`src/rtl/segre_pkg.sv`:
```
// Shared types for the segre memory arbiter: the queued request record, the
// requester id and the arbiter FSM states.
package segre_pkg;

    localparam int ARB_BUF_SIZE = 16;
    localparam int ARB_PTR_SIZE = $clog2(ARB_BUF_SIZE);
    localparam int ADDR_W       = 32;
    localparam int LINE_W       = 128;

    typedef enum logic {
        ICACHE = 1'b0,
        DCACHE = 1'b1
    } cache_id_e;

    typedef struct packed {
        logic              rd;
        logic              wr;
        logic [ADDR_W-1:0] addr;
        logic [LINE_W-1:0] cache_line;
        cache_id_e         cache_id;
    } cache_mem_req_t;

    typedef enum logic [1:0] {
        ARB_IDLE = 2'd0,
        ARB_BUSY = 2'd1,
        ARB_RESP = 2'd2
    } arb_state_e;

endpackage

```
`src/rtl/segre_mem_arbiter_if.sv`:
```
// Cache-side and memory-side signals of the arbiter. The slave modport is the
// arbiter's view; master is the view of the caches plus the memory model.
interface segre_mem_arbiter_if;
    import segre_pkg::*;

    logic              ic_req_i;
    logic [ADDR_W-1:0] ic_addr_i;
    logic              ic_ready_o;
    logic              dc_req_i;
    logic              dc_rd_i;
    logic              dc_wr_i;
    logic [ADDR_W-1:0] dc_addr_i;
    logic [LINE_W-1:0] dc_line_i;
    logic              dc_ready_o;
    logic              mem_req_o;
    logic              mem_rd_o;
    logic              mem_wr_o;
    logic [ADDR_W-1:0] mem_addr_o;
    logic [LINE_W-1:0] mem_line_o;
    logic              mem_ready_i;
    logic [LINE_W-1:0] mem_line_i;
    logic              ic_rsp_o;
    logic              dc_rsp_o;
    logic [LINE_W-1:0] rsp_line_o;

    // Handshakes: a cache push is taken on a clock edge where *_req_i and *_ready_o
    // are both 1; mem_req_o holds with stable fields until the edge where
    // mem_ready_i is 1; *_rsp_o is a single-cycle pulse that is never back-pressured.
    modport slave (
        input  ic_req_i, ic_addr_i, dc_req_i, dc_rd_i, dc_wr_i, dc_addr_i, dc_line_i,
               mem_ready_i, mem_line_i,
        output ic_ready_o, dc_ready_o, mem_req_o, mem_rd_o, mem_wr_o, mem_addr_o,
               mem_line_o, ic_rsp_o, dc_rsp_o, rsp_line_o
    );

    modport master (
        output ic_req_i, ic_addr_i, dc_req_i, dc_rd_i, dc_wr_i, dc_addr_i, dc_line_i,
               mem_ready_i, mem_line_i,
        input  ic_ready_o, dc_ready_o, mem_req_o, mem_rd_o, mem_wr_o, mem_addr_o,
               mem_line_o, ic_rsp_o, dc_rsp_o, rsp_line_o
    );

endinterface

```
`src/rtl/segre_arb_fifo.sv`:
```
// In-order request queue with up to two pushes and one pop per cycle.
// Slot b is only ever pushed together with slot a, so a pair lands contiguously.
module segre_arb_fifo
    import segre_pkg::*;
(
    input  logic                  i_clk,
    input  logic                  i_rsn,
    input  logic                  i_push_a,
    input  cache_mem_req_t        i_data_a,
    input  logic                  i_push_b,
    input  cache_mem_req_t        i_data_b,
    input  logic                  i_pop,
    output cache_mem_req_t        o_head,
    output logic [ARB_PTR_SIZE:0] o_count
);

    cache_mem_req_t          r_mem [ARB_BUF_SIZE];
    logic [ARB_PTR_SIZE-1:0] r_wr_ptr;
    logic [ARB_PTR_SIZE-1:0] r_rd_ptr;
    logic [ARB_PTR_SIZE:0]   r_count;
    logic [ARB_PTR_SIZE-1:0] w_wr_ptr_b;
    logic [ARB_PTR_SIZE:0]   w_n_push;
    logic [ARB_PTR_SIZE:0]   w_n_pop;

    assign w_wr_ptr_b = r_wr_ptr + ARB_PTR_SIZE'(1);
    assign w_n_push   = (ARB_PTR_SIZE+1)'(i_push_a) + (ARB_PTR_SIZE+1)'(i_push_b);
    assign w_n_pop    = (ARB_PTR_SIZE+1)'(i_pop);

    always_ff @(posedge i_clk) begin
        if (i_push_a) r_mem[r_wr_ptr] <= i_data_a;
        if (i_push_b) r_mem[w_wr_ptr_b] <= i_data_b;
    end

    // Pointers wrap naturally because the depth is a power of two.
    always_ff @(posedge i_clk or negedge i_rsn) begin
        if (!i_rsn) begin
            r_wr_ptr <= '0;
            r_rd_ptr <= '0;
            r_count  <= '0;
        end else begin
            r_wr_ptr <= r_wr_ptr + w_n_push[ARB_PTR_SIZE-1:0];
            if (i_pop) r_rd_ptr <= r_rd_ptr + ARB_PTR_SIZE'(1);
            r_count  <= r_count + w_n_push - w_n_pop;
        end
    end

    assign o_head  = r_mem[r_rd_ptr];
    assign o_count = r_count;

endmodule

```
`src/rtl/segre_mem_arbiter.sv`:
```
// Shares the main-memory port between icache and dcache through an in-order queue.
// Define SEGRE_ARB_RR_EN to alternate the enqueue order of same-cycle request pairs.
module segre_mem_arbiter
    import segre_pkg::*;
(
    input  logic                  clk_i,
    input  logic                  rsn_i,
    segre_mem_arbiter_if.slave    bus,
    output arb_state_e            o_dbg_state,
    output logic [ARB_PTR_SIZE:0] o_dbg_count
);

    localparam logic [ARB_PTR_SIZE:0] FULL_CNT = (ARB_PTR_SIZE+1)'(ARB_BUF_SIZE);

    arb_state_e            r_state;
    arb_state_e            w_state_nxt;
    logic [LINE_W-1:0]     r_rsp_line;
    cache_id_e             r_rsp_id;
    logic [ARB_PTR_SIZE:0] w_count;
    logic [ARB_PTR_SIZE:0] w_free;
    logic                  w_ic_push;
    logic                  w_dc_push;
    logic                  w_ic_first;
    logic                  w_push_a;
    logic                  w_push_b;
    logic                  w_pop;
    logic                  w_mem_req;
    logic                  w_ic_rsp;
    logic                  w_dc_rsp;
    cache_mem_req_t        w_ic_entry;
    cache_mem_req_t        w_dc_entry;
    cache_mem_req_t        w_data_a;
    cache_mem_req_t        w_data_b;
    cache_mem_req_t        w_head;

    // Readiness looks only at the registered count; a pop frees space a cycle later.
    assign w_free         = FULL_CNT - w_count;
    assign bus.dc_ready_o = (w_free != '0);
    assign bus.ic_ready_o = (w_free >= (ARB_PTR_SIZE+1)'(2)) |
                            ((w_free == (ARB_PTR_SIZE+1)'(1)) & ~bus.dc_req_i);
    assign w_ic_push      = bus.ic_req_i & bus.ic_ready_o;
    assign w_dc_push      = bus.dc_req_i & bus.dc_ready_o;

    assign w_ic_entry = '{rd: 1'b1, wr: 1'b0, addr: bus.ic_addr_i, cache_line: '0, cache_id: ICACHE};
    assign w_dc_entry = '{rd: bus.dc_rd_i, wr: bus.dc_wr_i, addr: bus.dc_addr_i,
                          cache_line: bus.dc_line_i, cache_id: DCACHE};

`ifdef SEGRE_ARB_RR_EN
    cache_id_e r_rr_last;

    // r_rr_last names the requester that went first in the previous pair.
    always_ff @(posedge clk_i or negedge rsn_i) begin
        if (!rsn_i) r_rr_last <= ICACHE;
        else if (w_ic_push & w_dc_push) r_rr_last <= w_ic_first ? ICACHE : DCACHE;
    end

    assign w_ic_first = (r_rr_last == DCACHE);
`else
    assign w_ic_first = 1'b0;
`endif

    always_comb begin
        w_push_a = w_ic_push | w_dc_push;
        w_push_b = w_ic_push & w_dc_push;
        w_data_a = w_dc_entry;
        w_data_b = w_ic_entry;
        if ((w_ic_push & ~w_dc_push) | (w_push_b & w_ic_first)) begin
            w_data_a = w_ic_entry;
            w_data_b = w_dc_entry;
        end
    end

    segre_arb_fifo u_fifo (
        .i_clk    (clk_i),
        .i_rsn    (rsn_i),
        .i_push_a (w_push_a),
        .i_data_a (w_data_a),
        .i_push_b (w_push_b),
        .i_data_b (w_data_b),
        .i_pop    (w_pop),
        .o_head   (w_head),
        .o_count  (w_count)
    );

    always_ff @(posedge clk_i or negedge rsn_i) begin
        if (!rsn_i) r_state <= ARB_IDLE;
        else        r_state <= w_state_nxt;
    end

    always_comb begin
        w_state_nxt = r_state;
        w_mem_req   = 1'b0;
        w_pop       = 1'b0;
        w_ic_rsp    = 1'b0;
        w_dc_rsp    = 1'b0;
        case (r_state)
            ARB_IDLE: if (w_count != '0) w_state_nxt = ARB_BUSY;
            ARB_BUSY: begin
                w_mem_req = 1'b1;
                if (bus.mem_ready_i) begin
                    w_pop       = 1'b1;
                    w_state_nxt = ARB_RESP;
                end
            end
            ARB_RESP: begin
                w_ic_rsp    = (r_rsp_id == ICACHE);
                w_dc_rsp    = (r_rsp_id == DCACHE);
                w_state_nxt = (w_count != '0) ? ARB_BUSY : ARB_IDLE;
            end
            default: w_state_nxt = ARB_IDLE;
        endcase
    end

    always_ff @(posedge clk_i or negedge rsn_i) begin
        if (!rsn_i) begin
            r_rsp_line <= '0;
            r_rsp_id   <= ICACHE;
        end else if (w_pop) begin
            r_rsp_line <= bus.mem_line_i;
            r_rsp_id   <= w_head.cache_id;
        end
    end

    assign bus.mem_req_o  = w_mem_req;
    assign bus.mem_rd_o   = w_mem_req & w_head.rd;
    assign bus.mem_wr_o   = w_mem_req & w_head.wr;
    assign bus.mem_addr_o = w_mem_req ? w_head.addr : '0;
    assign bus.mem_line_o = w_mem_req ? w_head.cache_line : '0;
    assign bus.ic_rsp_o   = w_ic_rsp;
    assign bus.dc_rsp_o   = w_dc_rsp;
    assign bus.rsp_line_o = r_rsp_line;
    assign o_dbg_state    = r_state;
    assign o_dbg_count    = w_count;

endmodule

```
`src/flat_wrapper.sv`:
```
// flat-port wrapper written by rule: the top's interface ports become plain ports
module segre_mem_arbiter_flat import segre_pkg::*;
  (clk_i, rsn_i, o_dbg_state, o_dbg_count, bus_ic_req_i, bus_ic_addr_i, bus_dc_req_i, bus_dc_rd_i, bus_dc_wr_i, bus_dc_addr_i, bus_dc_line_i, bus_mem_ready_i, bus_mem_line_i, bus_ic_ready_o, bus_dc_ready_o, bus_mem_req_o, bus_mem_rd_o, bus_mem_wr_o, bus_mem_addr_o, bus_mem_line_o, bus_ic_rsp_o, bus_dc_rsp_o, bus_rsp_line_o);
  segre_mem_arbiter_if bus_i ();
  input  logic clk_i;
  input  logic rsn_i;
  output arb_state_e o_dbg_state;
  output logic [ARB_PTR_SIZE:0] o_dbg_count;
  input wire logic [$bits(bus_i.ic_req_i)-1:0] bus_ic_req_i;
  input wire logic [$bits(bus_i.ic_addr_i)-1:0] bus_ic_addr_i;
  input wire logic [$bits(bus_i.dc_req_i)-1:0] bus_dc_req_i;
  input wire logic [$bits(bus_i.dc_rd_i)-1:0] bus_dc_rd_i;
  input wire logic [$bits(bus_i.dc_wr_i)-1:0] bus_dc_wr_i;
  input wire logic [$bits(bus_i.dc_addr_i)-1:0] bus_dc_addr_i;
  input wire logic [$bits(bus_i.dc_line_i)-1:0] bus_dc_line_i;
  input wire logic [$bits(bus_i.mem_ready_i)-1:0] bus_mem_ready_i;
  input wire logic [$bits(bus_i.mem_line_i)-1:0] bus_mem_line_i;
  output wire logic [$bits(bus_i.ic_ready_o)-1:0] bus_ic_ready_o;
  output wire logic [$bits(bus_i.dc_ready_o)-1:0] bus_dc_ready_o;
  output wire logic [$bits(bus_i.mem_req_o)-1:0] bus_mem_req_o;
  output wire logic [$bits(bus_i.mem_rd_o)-1:0] bus_mem_rd_o;
  output wire logic [$bits(bus_i.mem_wr_o)-1:0] bus_mem_wr_o;
  output wire logic [$bits(bus_i.mem_addr_o)-1:0] bus_mem_addr_o;
  output wire logic [$bits(bus_i.mem_line_o)-1:0] bus_mem_line_o;
  output wire logic [$bits(bus_i.ic_rsp_o)-1:0] bus_ic_rsp_o;
  output wire logic [$bits(bus_i.dc_rsp_o)-1:0] bus_dc_rsp_o;
  output wire logic [$bits(bus_i.rsp_line_o)-1:0] bus_rsp_line_o;
  assign bus_i.ic_req_i = bus_ic_req_i;
  assign bus_i.ic_addr_i = bus_ic_addr_i;
  assign bus_i.dc_req_i = bus_dc_req_i;
  assign bus_i.dc_rd_i = bus_dc_rd_i;
  assign bus_i.dc_wr_i = bus_dc_wr_i;
  assign bus_i.dc_addr_i = bus_dc_addr_i;
  assign bus_i.dc_line_i = bus_dc_line_i;
  assign bus_i.mem_ready_i = bus_mem_ready_i;
  assign bus_i.mem_line_i = bus_mem_line_i;
  assign bus_ic_ready_o = bus_i.ic_ready_o;
  assign bus_dc_ready_o = bus_i.dc_ready_o;
  assign bus_mem_req_o = bus_i.mem_req_o;
  assign bus_mem_rd_o = bus_i.mem_rd_o;
  assign bus_mem_wr_o = bus_i.mem_wr_o;
  assign bus_mem_addr_o = bus_i.mem_addr_o;
  assign bus_mem_line_o = bus_i.mem_line_o;
  assign bus_ic_rsp_o = bus_i.ic_rsp_o;
  assign bus_dc_rsp_o = bus_i.dc_rsp_o;
  assign bus_rsp_line_o = bus_i.rsp_line_o;
  segre_mem_arbiter u_core (.clk_i(clk_i), .rsn_i(rsn_i), .bus(bus_i), .o_dbg_state(o_dbg_state), .o_dbg_count(o_dbg_count));
endmodule
```
`config.mk`:
```
export PLATFORM = sky130hd
export DESIGN_NAME = segre_mem_arbiter_flat
export DESIGN_NICKNAME = d
export VERILOG_FILES = /design/src/rtl/segre_pkg.sv /design/src/rtl/segre_mem_arbiter_if.sv /design/src/rtl/segre_arb_fifo.sv /design/src/rtl/segre_mem_arbiter.sv /design/src/flat_wrapper.sv
export SDC_FILE = /design/constraint.sdc
export NUM_CORES = 2
export LEC_CHECK = 0
export CORE_MARGIN = 2
export CORE_UTILIZATION = 45
export CTS_BUF_LIST = sky130_fd_sc_hd__clkbuf_2 sky130_fd_sc_hd__clkbuf_4 sky130_fd_sc_hd__clkbuf_8
export CTS_CLUSTER_DIAMETER = 80
export DETAILED_ROUTE_END_ITERATION = 10
export PLACE_DENSITY = 0.61
export SLEW_MARGIN = 0
export SYNTH_ARGS = -nofsm -noshare
export SYNTH_HDL_FRONTEND = slang
export SYNTH_HIERARCHICAL = 1
export SYNTH_SLANG_ARGS = --single-unit
```
`constraint.sdc`:
```
create_clock -name clk_i -period 17 [get_ports clk_i]
set_input_delay 3.4 -clock clk_i [delete_from_list [all_inputs] [get_ports clk_i]]
set_output_delay 3.4 -clock clk_i [all_outputs]
set_load 0.05 [all_outputs]
```
==> impl_metrics.ini <==
[outcome]
outcome = finished clean

[placement]
io_buffers = 628
gp_congestion = 0.8344
place_area_um2 = 148400
place_hpwl_um = 242000
dpl.cell_count = 12320
preCtsSetupSlack_ns = 7.490

[grt]
grt_busiest_layer = met2
gr-usage-all-layers = 0.2848
overflow = 0
antenna_found_initial = 48
grt_pass1_wl_um = 644100
use_met1 = 0.3910
met2_usage = 0.4674
use_met3 = 0.04599
grt_max_degree = 166
grt_pass1_vias = 84600

[yosys]
syn_nets = 8660
yosys-top-cells-count = edfxtp_1 (2,608), mux2_2 (2,578), mux4_2 (584)
ys_seq_elements = 2752
synth_warnings = 6
syn_inst = 8316
synth_edf_count = 2608
syn_avg_cell_area_um2 = 16.77
synth-main-ff-cell = edfxtp_1
yosysTopAreaCellShare = 0.5617
ys_types = 49
yosysTopAreaCell = edfxtp_1
synthTopCellsByArea = edfxtp_1 (56%), mux2_2 (21%), mux4_2 (9.4%)
yosysMostFrequentCell = edfxtp_1
synth.yosys.seq_area_share = 0.5875
netlist_area_um2 = 139400
synthArstFlopShare = 0.05233

[timing]
setup_viol = 0
maxSlewHeadroom = 0.1307
period_share = 0.5918
clock_skew_ns = 0.1027
setup_slack_ns = 6.940
max_clock_freq_mhz = 99.40
timing_hold_violations_final = 0
fin_crit_ns = 10.06
finalMaxSlewViolations = 0
rsz0062_at_grt = false
tns_ns = 0
hold_ws_ns = 0.4995
tightest_slew_ns = 1.300

[critical_path]
cp_top_family = buffers and inverters
cpPeakStageDelay_ns = 0.96
cp.required_ns = 13.60
cp_num_cells = 9
critPathBufInv = 4
path_cells = buf_4 > buf_4 > and2_2 > buf_4 > a22oi_1 > nand3_1 > nand2_1 > and2_1 > clkdlybuf4s50_1
cp-start-kind = register
slowest_stage = dfrtp_4
crit_top_cell = buf_4
cp.arrival_ns = 6.66
worstSetupPathType = register to primary output
end_kind = primary output
crit_fanout = 39
reg2reg_depth = 14

[clock_network]
cts_resized = 0
hold_buffers = 0
clockBufferDepth = 4
clkLatencyLatePin_ns = 1.15
clock_sinks = 2752
clk_pin_slew_ns = 0.05
cts_tree = done
cts_made_buffers = 475
cts-root-buf = clkbuf_8
cts_setup_buffers = 0
h-tree-depth = 5

[die]
ioPinCount = 629
core_area_um2 = 308600
rows = 204
die_area_um2 = 314300
fp.dieH_um = 560.6
start_util = 0.4518
die_x_um = 560.6

[pwr]
leakagePower_nw = 53.20
p_per_area_nw_per_um2 = 171.0
finalPower_mw = 26.97
peakVddDrop_mv = 0.1482

[final_layout]
final_util = 0.5112
synthToLayoutAreaGrowth_pct = 13.15
final_cells = 13200
final_area_um2 = 157800
nets = 9016
drive_gt1_frac = 0.4560

[hold_path]
hold_depth = 1
hold_path.class = register to register

[flow_run]
maxCapViolCount = 0

[drt]
via_count = 82340
drt_iter0_drc = 8743
wl_per_cell_um = 34.69
drc = 0
viasPerCell = 6.239
firstDrtPassIters = 6
postRouteAntennaNets = 0
wl_um = 457900
[kinds of logic after synthesis]
| logic type | after synthesis | synth area share |
|---|---|---|
| compound gates | 375 | 0.01941 |
| xor+xnor | 9 | 0.0005654 |
| fa+ha+maj | 17 | 0.001633 |
| buf+inv | 924 | 0.03191 |
| flops | 2752 | 0.5875 |
| mux | 3522 | 0.3304 |
| simple gates | 717 | 0.02860 |
[layer usage]
metal / part of all wire / vias to the layer above
met2: 0.48 / 3763
met5: 0.00019 / -
li1: - / 33700
met4: 0.028 / 14
met3: 0.075 / 686
met1: 0.42 / 44180
[worst paths after layout]
kind | start | endpoint | slack, ns
min in group asynchronous | rsn_i | u_core/bus.rsp_line_o[85]$_DFFE_PN0P_ | 2.37
worst max register to register | u_core/u_fifo/o_count[0]$_DFF_PN0_ | u_core/u_fifo/r_mem[1][21]$_DFFE_PP_ | 10.29
worst min register to register | u_core/bus.rsp_line_o[96]$_DFFE_PN0P_ | u_core/bus.rsp_line_o[96]$_DFFE_PN0P_ | 0.50
worst min-delay path | u_core/bus.rsp_line_o[96]$_DFFE_PN0P_ | u_core/bus.rsp_line_o[96]$_DFFE_PN0P_ | 0.50
max in group asynchronous | rsn_i | u_core/u_fifo/r_rd_ptr[3]$_DFFE_PN0P_ | 13.15
worst max-delay path | u_core/u_fifo/r_rd_ptr[0]$_DFFE_PN0P_ | bus_mem_line_o[101] | 6.94
[cells in the final DEF (no fill, tap or decap), types with 38 or more instances in the layout]
master	count
mux2i_1	136
and2_1	293
clkdlybuf4s50_1	627
nor2b_1	133
clkbuf_8	488
clkbuf_4	187
nand2_1	129
nand3_1	38
mux2_2	2578
mux2_1	224
clkinv_1	126
dfrtp_1	140
o22ai_1	92
edfxtp_1	2608
mux4_2	584
nor2_1	50
a22oi_1	268
buf_4	134
[flip-flops by register name (all words and copies together) (netlist names)]
signal	count
u_core/u_fifo/r_wr_ptr	4
u_core/o_dbg_state	2
u_core/u_fifo/r_rd_ptr	4
u_core/r_rsp_id	1
u_core/u_fifo/r_mem	2608
u_core/bus.rsp_line_o	128
u_core/u_fifo/o_count	5
[power breakdown]
part / total, mW / switching [mW] / internal (mW)
Sequential: 9.55 / 0.474 / 9.07
Clock: 6.05 / 2.86 / 3.19
Combinational: 11.4 / 7.27 / 4.11
Total: 27.0 / 10.6 / 16.4
[cell type report]
type	instances	area, µm²
Fill cell	25460	150800
Sequential cell	2752	81930
Multi-Input combinational cell	4640	53430
Clock buffer	675	8120
Timing Repair Buffer	787	7794
Tap cell	4120	5155
Clock inverter	197	1246
Inverter	16	60.06
Antenna cell	11	27.53
Power figures use the tool's default switching activity.
